File: config.mk
export PLATFORM = sky130hd
export DESIGN_NAME = stack
export DESIGN_NICKNAME = d
export VERILOG_FILES = /design/src/rtl/stack.sv
export SDC_FILE = /design/constraint.sdc
export NUM_CORES = 1
export LEC_CHECK = 0
export CAP_MARGIN = 30
export CORE_ASPECT_RATIO = 0.5
export CORE_MARGIN = 3
export CORE_UTILIZATION = 54
export DETAILED_ROUTE_END_ITERATION = 10
export PLACE_DENSITY = 0.85
export SLEW_MARGIN = 20
export SYNTH_ARGS = -nofsm -noshare
export SYNTH_HDL_FRONTEND = slang
export SYNTH_SLANG_ARGS = --single-unit
File: constraint.sdc
create_clock -name clk -period 3.7 [get_ports clk]
set_clock_uncertainty 0.2 [all_clocks]
set_input_delay 0.74 -clock clk [delete_from_list [all_inputs] [get_ports clk]]
set_output_delay 0.74 -clock clk [all_outputs]
set_load 0.01 [all_outputs]
File: src/rtl/stack.sv
// stack: LIFO register-file stack with a registered pop output.
//
// Pushes write `in` at the stack pointer; pops present the top entry on
// `out` one cycle later together with a single-cycle `out_valid` strobe.
// Push and pop together replace the top entry, or bypass `in` straight
// to `out` when the stack is empty.
//
// Ports:
//   clk        rising-edge clock
//   reset      synchronous, active-high reset
//   push       write `in` onto the stack
//   pop        remove the top entry and present it on `out`
//   in         data to push (width bits)
//   out        last popped value, registered
//   out_valid  one-cycle pulse after a successful pop
//   count      number of stored entries, 0..depth
//   empty      count == 0 (decoded)
//   full       count == depth (decoded)
//   overflow   sticky: push refused while full
//   underflow  sticky: pop refused while empty
//
// Build option: define STACK_ERR_EN to implement the sticky overflow and
// underflow flags; otherwise both ports are tied to 0.

module stack #(
    parameter int unsigned width = 8,
    parameter int unsigned depth = 16
) (
    input  logic                       clk,
    input  logic                       reset,
    input  logic                       push,
    input  logic                       pop,
    input  logic [width-1:0]           in,
    output logic [width-1:0]           out,
    output logic                       out_valid,
    output logic [$clog2(depth):0]     count,
    output logic                       empty,
    output logic                       full,
    output logic                       overflow,
    output logic                       underflow
);

    localparam int unsigned CW = $clog2(depth) + 1;
    localparam int unsigned AW = $clog2(depth);

    logic [CW-1:0]    sp;
    logic [CW-1:0]    sp_d;
    logic [width-1:0] mem [depth];
    logic [width-1:0] out_d;
    logic             out_valid_d;
    logic             we;
    logic [AW-1:0]    waddr;
    logic [AW-1:0]    sp_addr;
    logic [AW-1:0]    top_addr;

`ifdef STACK_ERR_EN
    logic             overflow_d;
    logic             underflow_d;
`endif

    // Occupancy decode straight from the registered pointer.
    assign count    = sp;
    assign empty    = (sp == '0);
    assign full     = (sp == CW'(depth));
    assign sp_addr  = AW'(sp);
    assign top_addr = AW'(sp - CW'(1));

    // Next-state decode for pointer, output register, memory write and flags.
    always_comb begin
        sp_d        = sp;
        out_d       = out;
        out_valid_d = 1'b0;
        we          = 1'b0;
        waddr       = sp_addr;
`ifdef STACK_ERR_EN
        overflow_d  = overflow;
        underflow_d = underflow;
`endif
        case ({push, pop})
            2'b10: begin
                if (!full) begin
                    we   = 1'b1;
                    sp_d = sp + CW'(1);
                end else begin
`ifdef STACK_ERR_EN
                    overflow_d = 1'b1;
`endif
                end
            end
            2'b01: begin
                if (!empty) begin
                    out_d       = mem[top_addr];
                    out_valid_d = 1'b1;
                    sp_d        = sp - CW'(1);
                end else begin
`ifdef STACK_ERR_EN
                    underflow_d = 1'b1;
`endif
                end
            end
            2'b11: begin
                out_valid_d = 1'b1;
                if (!empty) begin
                    // Replace top: old top goes out, new data takes its slot.
                    out_d = mem[top_addr];
                    we    = 1'b1;
                    waddr = top_addr;
                end else begin
                    // Empty bypass: nothing stored, data passes through.
                    out_d = in;
                end
            end
            default: ;
        endcase
    end

    // Control and output registers.
    always_ff @(posedge clk) begin
        if (reset) begin
            sp        <= '0;
            out       <= '0;
            out_valid <= 1'b0;
        end else begin
            sp        <= sp_d;
            out       <= out_d;
            out_valid <= out_valid_d;
        end
    end

    // Storage array; contents survive reset.
    always_ff @(posedge clk) begin
        if (we && !reset) begin
            mem[waddr] <= in;
        end
    end

`ifdef STACK_ERR_EN
    // Sticky error flags, cleared only by reset.
    always_ff @(posedge clk) begin
        if (reset) begin
            overflow  <= 1'b0;
            underflow <= 1'b0;
        end else begin
            overflow  <= overflow_d;
            underflow <= underflow_d;
        end
    end
`else
    assign overflow  = 1'b0;
    assign underflow = 1'b0;
`endif

endmodule

==> results.json, run 1 <==
{
  "path_clk_slew_ps": 60,
  "place_inst": 500,
  "r2r-end": "mem[1][2]",
  "synthFlopType": "edfxtp_1",
  "relSlewSlack_pct": 40.8,
  "initial_core_util_pct": 56.1,
  "p_int_mw": 3.24,
  "min_period_ps": 3530,
  "post_cts_resized": 0,
  "max-clock-path-buffers": 2,
  "grt_max_degree": 43,
  "clk_latency_ps": 420,
  "final_util_pct": 66.7,
  "yosys.area.top_type": "edfxtp_1",
  "vias": 3534,
  "drt_pass1_iterations": 5,
  "boundaryPins": 30,
  "cts_buffers": 17,
  "outcome": "completed",
  "critPathKind": "flop to flop",
  "clock-sinks": 142,
  "post-route-period-util_pct": 95.4,
  "crit_path_end_kind": "flop",
  "post-dp-hpwl_microns": 8310,
  "critPathLaunchType": "flop",
  "hold_viol": 0,
  "cp.arrival_ps": 3400,
  "syn_inst": 336,
  "rows": 26,
  "coreArea_sq_mm": 0.0103,
  "drtAntennaViolNets": 0,
  "cts_tree": "yes",
  "synth_cell_types": 44,
  "globalplace.congestion": 0.961,
  "die_x_microns": 153,
  "port_buffers": 27,
  "wl_microns": 13700,
  "endpoint": "mem[1][2]",
  "static-leakage-power_nw": 2.18,
  "worst_slack_ps": 170,
  "grt_usage_pct": 24.0,
  "synth.cell_area_sq_mm": 0.00580,
  "clockRootBuffer": "clkbuf_16",
  "seqPwrFrac_pct": 42.2,
  "diodes": 0,
  "combPwrFrac_pct": 17.5,
  "ys_seq_area_share_pct": 71.0,
  "avgSynthCellArea_sq_um": 17.3,
  "grt_pass1_vias": 3499,
  "ys_warn_count": 0,
  "cp_data_required_time_ps": 3570,
  "fin_cells": 532,
  "yosys-top-cells-area": "edfxtp_1 (66%), mux4_2 (12%), dfxtp_1 (4.8%)",
  "fin_nets": 393,
  "grt_pass1_wl_microns": 21100,
  "synth_top_area_share_pct": 66.2,
  "ff2ff_setup_slack_ps": 170,
  "die-area_sq_mm": 0.0121,
  "rsz0062_at_grt": "false",
  "vias_per_cell": 6.64,
  "cts_hold_buf": 0,
  "area_delta_synth_final_pct": 18.8,
  "first_iter_violations": 525,
  "synth_edf_count": 128,
  "cellPowerDensity_mw_per_mm2": 631,
  "hold_path_class": "flop to flop",
  "postCtsSetupBuffers": 0,
  "drc": 0,
  "switchingPower_mw": 1.11,
  "yosys_register_bits": 142,
  "critPathMaxFanout": 8,
  "peakVddDrop_mv": 0.314,
  "async_reset_ff_share_pct": 0,
  "total_power_mw": 4.35,
  "startpoint": "count[0]",
  "setup_viol": 0,
  "r2r.worst_path.cells": 8,
  "overflow": 0,
  "cap_violations": 0,
  "timing.fmax_mhz": 283,
  "r2r_start": "count[0]",
  "die_y_microns": 79.3,
  "pre_cts_ws_ps": 115,
  "tightest_slew_ps": 887,
  "drv_slew": 0,
  "htreeDepth": 4,
  "clkPwrFrac_pct": 40.3,
  "netSwitchingFraction_pct": 25.5,
  "antenna_found_initial": 0,
  "avgRoutedWirePerCell_microns": 25.8,
  "fin_hold_ws_ps": 410,
  "drive_gt1_share_pct": 20.7
}
==> worst max-delay path, stage by stage, from the launching register on <==
cell and delay (ps):
dfxtp_2 350, clkinv_1 220, ha_1 300, or4b_1 310, inv_2 100, or4_1 520
a221o_1 420, or2_1 380, nor2_2 370
==> per-stage QoR <==
stage	setup TNS (ps)	area, sq um
2_1_floorplan	-401	5820
3_3_place_gp	0	6290
3_5_place_dp	0	6290
4_1_cts	0	6890
5_1_grt	0	6900
6_report	0	6900
==> Yosys cell counts, types with 4 or more instances <==
| library cell | count |
|---|---|
| edfxtp_1 | 128 |
| mux4_2 | 32 |
| nor2_1 | 23 |
| a21oi_1 | 20 |
| dfxtp_1 | 14 |
| clkbuf_1 | 10 |
| nand2_1 | 10 |
| nor2b_1 | 10 |
| o21a_1 | 9 |
| a221oi_1 | 8 |
| o221ai_1 | 8 |
| a31oi_1 | 5 |
| buf_2 | 4 |
| inv_1 | 4 |
| nor3_1 | 4 |
| xnor2_1 | 4 |
==> cell type report <==
class,instances,area (sq um)
timing repair buffer,41,375
inverter,7,26.3
clock buffer,20,437
clock inverter,12,169
multi-input combinational,170,1590
tap,140,175
fill,641,3450
sequential,142,4130
==> registers in the layout, summed over array words and instances, names as in the netlist <==
| name | flops |
|---|---|
| mem | 128 |
| count | 5 |
| out_valid | 1 |
| out | 8 |
==> power groups by stage <==
stage	clock network (mW)	logic (mW)	registers [mW]
floorplan	0	0.479	1.86
finish	1.75	0.763	1.84
CTS	1.75	0.744	1.83
global route	1.82	0.810	1.84
global placement	0	0.707	1.86
detailed placement	0	0.725	1.86
==> per-layer routing <==
layer / global-route usage [%] / up-vias / part of all wire (%)
li1: - / 1450 / -
met1: 31.0 / 1753 / 37
met2: 37.6 / 299 / 47
met3: 9.09 / 32 / 14
met4: 9.24 / 0 / 2.2
met5: 0 / - / 0
==> cell usage in the layout (no fill, tap or decap), types with 4 or more instances in the layout <==
master	count
a21oi_1	20
a221oi_1	8
a31oi_1	5
buf_4	14
bufinv_16	4
clkbuf_16	17
clkdlybuf4s50_1	27
clkinv_1	4
dfxtp_1	12
edfxtp_1	128
inv_1	4
mux4_2	32
nand2_1	10
nor2_1	19
nor2b_1	10
nor3_1	4
o21a_1	9
o221ai_1	8
xnor2_1	4
==> worst min-delay path by stage <==
stage | startpoint | end | slack (ps) | depth (start not counted)
6_report | count[4] | count[4] | 410 | 2
5_1_grt | count[4] | count[4] | 440 | 2
4_1_cts | count[4] | count[4] | 420 | 2
3_5_place_dp | count[4] | count[4] | 410 | 2
3_3_place_gp | count[4] | count[4] | 390 | 2
2_1_floorplan | count[4] | count[4] | 380 | 2
==> cells by family (layout without fill, tap and decap cells) <==
kind of cell,count (synthesis),after routing,share of synthesized area [%]
xor gates and xnor gates,4,4,0.604
buffers and inverters,25,80,1.90
muxes,34,34,12.8
AOI/OAI and AO/OA,61,61,7.29
other,1,2,0.0646
DFF,142,142,71.0
adders and majority gates,2,2,0.431
and+or+nand+nor,67,67,5.91
No activity file was read; power rests on OpenSTA's default activity.
==> run 2: changes to the inputs <==
--- a/config.mk
+++ b/config.mk
@@ -11,6 +11,7 @@
 export CORE_UTILIZATION = 54
 export DETAILED_ROUTE_END_ITERATION = 10
 export PLACE_DENSITY = 0.85
+export RECOVER_POWER = 25
 export SLEW_MARGIN = 20
 export SYNTH_ARGS = -nofsm -noshare
 export SYNTH_HDL_FRONTEND = slang
==> run 2 against run 1 <==
Routed wire length about the same. Sequential share of layout area unchanged. Highest routed layer unchanged. Critical endpoint unchanged. Flip-flop and latch count unchanged.
==> results.json, run 2 (synthesis results as in run 1) <==
{
  "grt_max_degree": 43,
  "path_clk_slew_ps": 60,
  "dr_wl_met3_microns": 1840,
  "timing.fmax_mhz": 283,
  "clock-sinks": 142,
  "coreArea_sq_mm": 0.0103,
  "wl_microns": 13700,
  "setup_viol": 0,
  "first_iter_violations": 525,
  "avgRoutedWirePerCell_microns": 25.8,
  "cts_tree": "yes",
  "htreeDepth": 4,
  "cp_data_required_time_ps": 3570,
  "crit_path_end_kind": "flop",
  "top_layer": "met4",
  "combPwrFrac_pct": 17.5,
  "outcome": "completed",
  "boundaryPins": 30,
  "clockRootBuffer": "clkbuf_16",
  "drv_slew": 0,
  "relSlewSlack_pct": 39.7,
  "drt_pass1_iterations": 5,
  "hold_viol": 0,
  "cts_buffers": 17,
  "static-leakage-power_nw": 2.18,
  "drc": 0,
  "hold_path_class": "flop to flop",
  "wl_met1_microns": 5070,
  "cellPowerDensity_mw_per_mm2": 630,
  "met2_length_microns": 6450,
  "tightest_slew_ps": 904,
  "grt_pass1_wl_microns": 21100,
  "clk_latency_ps": 420,
  "post-dp-hpwl_microns": 8310,
  "diodes": 0,
  "clkPwrFrac_pct": 40.3,
  "rsz0062_at_grt": "false",
  "fin_nets": 393,
  "rows": 26,
  "max-clock-path-buffers": 2,
  "vias_per_cell": 6.63,
  "overflow": 0,
  "final_cell_mix": "edfxtp_1 (128), mux4_2 (32), clkdlybuf4s50_1 (22), a21oi_1 (20), nor2_1 (19)",
  "post_dp_cell_area_sq_mm": 0.00629,
  "grt_pass1_vias": 3499,
  "cap_violations": 0,
  "vias": 3525,
  "critPathKind": "flop to flop",
  "postCtsSetupBuffers": 0,
  "layout_commonest_cell": "edfxtp_1",
  "initial_core_util_pct": 56.1,
  "switchingPower_mw": 1.11,
  "die_x_microns": 153,
  "die-area_sq_mm": 0.0121,
  "min_period_ps": 3530,
  "netSwitchingFraction_pct": 25.5,
  "critPathLaunchType": "flop",
  "area_delta_synth_final_pct": 18.8,
  "critPathMaxFanout": 8,
  "p_int_mw": 3.24,
  "drive_gt1_share_pct": 20.7,
  "die_y_microns": 79.3,
  "fin_hold_ws_ps": 415,
  "globalplace.congestion": 0.961,
  "port_buffers": 27,
  "ff2ff_setup_slack_ps": 170,
  "grt_usage_pct": 24.0,
  "antenna_found_initial": 0,
  "drtAntennaViolNets": 0,
  "cp.arrival_ps": 3410,
  "design_area_sq_mm": 0.00690,
  "largest_reg_flops": 128,
  "top_register": "mem",
  "post-route-period-util_pct": 95.5,
  "seqPwrFrac_pct": 42.2,
  "peakVddDrop_mv": 0.312
}
run 2: changes by cell type in the layout (fill, tap and decap cells not counted), sizes merged:
| cell | previous run | this run |
|---|---|---|
| clkdlybuf4s50 | 27 | 22 |
| dlygate4sd3 | 0 | 5 |
run 2: power by group through the flow:
stage                     clock network [mW]  registers, mW  logic, mW
after global placement                     0           1.86      0.707
final                                   1.75           1.83      0.762
after CTS                               1.75           1.83      0.744
after floorplan                            0           1.86      0.479
after global routing                    1.82           1.84      0.809
after detailed placement                   0           1.86      0.725
run 2: metal layers:
| metal | vias up | GRT usage, % |
|---|---|---|
| li1 | 1448 | - |
| met1 | 1760 | 31.0 |
| met2 | 281 | 37.6 |
| met3 | 36 | 9.09 |
| met4 | 0 | 9.24 |
| met5 | - | 0 |
run 2: path summary, 6_finish.rpt:
path         startpoint  depth (start not counted)         to
max            count[0]                          8  mem[1][2]
max reg2reg    count[0]                          8  mem[1][2]
min reg2reg    count[4]                          2   count[4]
min            count[4]                          2   count[4]
run 2: what timing repair did:
| item | CTS | global route |
|---|---|---|
| hold buffers | 0 | 0 |
| setup endpoints to repair | 0 | 24 |
| resized for setup | 0 | 2 |
run 2: cell type report:
type	count	area, sq um
Inverter	7	26.3
Timing Repair Buffer	41	375
Sequential cell	142	4130
Multi-Input combinational cell	170	1590
Fill cell	641	3450
Tap cell	140	175
Clock inverter	12	169
Clock buffer	20	437
run 2: stage by stage:
| step | TNS, ps | worst slack [ps] | util [%] | instances | power (mW) |
|---|---|---|---|---|---|
| global route | 0 | 89.5 | 66.7 | 532 | 4.47 |
| detailed placement | 0 | 115 | 60.8 | 500 | 2.59 |
| CTS | 0 | 163 | 66.6 | 532 | 4.33 |
| global placement | 0 | 246 | 60.8 | 500 | 2.57 |
| floorplan | -401 | -19.5 | - | 337 | 2.34 |
| finish | 0 | 165 | 66.7 | 532 | 4.35 |
run 2: critical path: stages, from the launching register on:
cell and delay [ps]:
dfxtp_2 350, clkinv_1 220, ha_1 300, or4b_1 320
inv_2 100, or4_1 520, a221o_1 430, or2_1 380
nor2_2 370
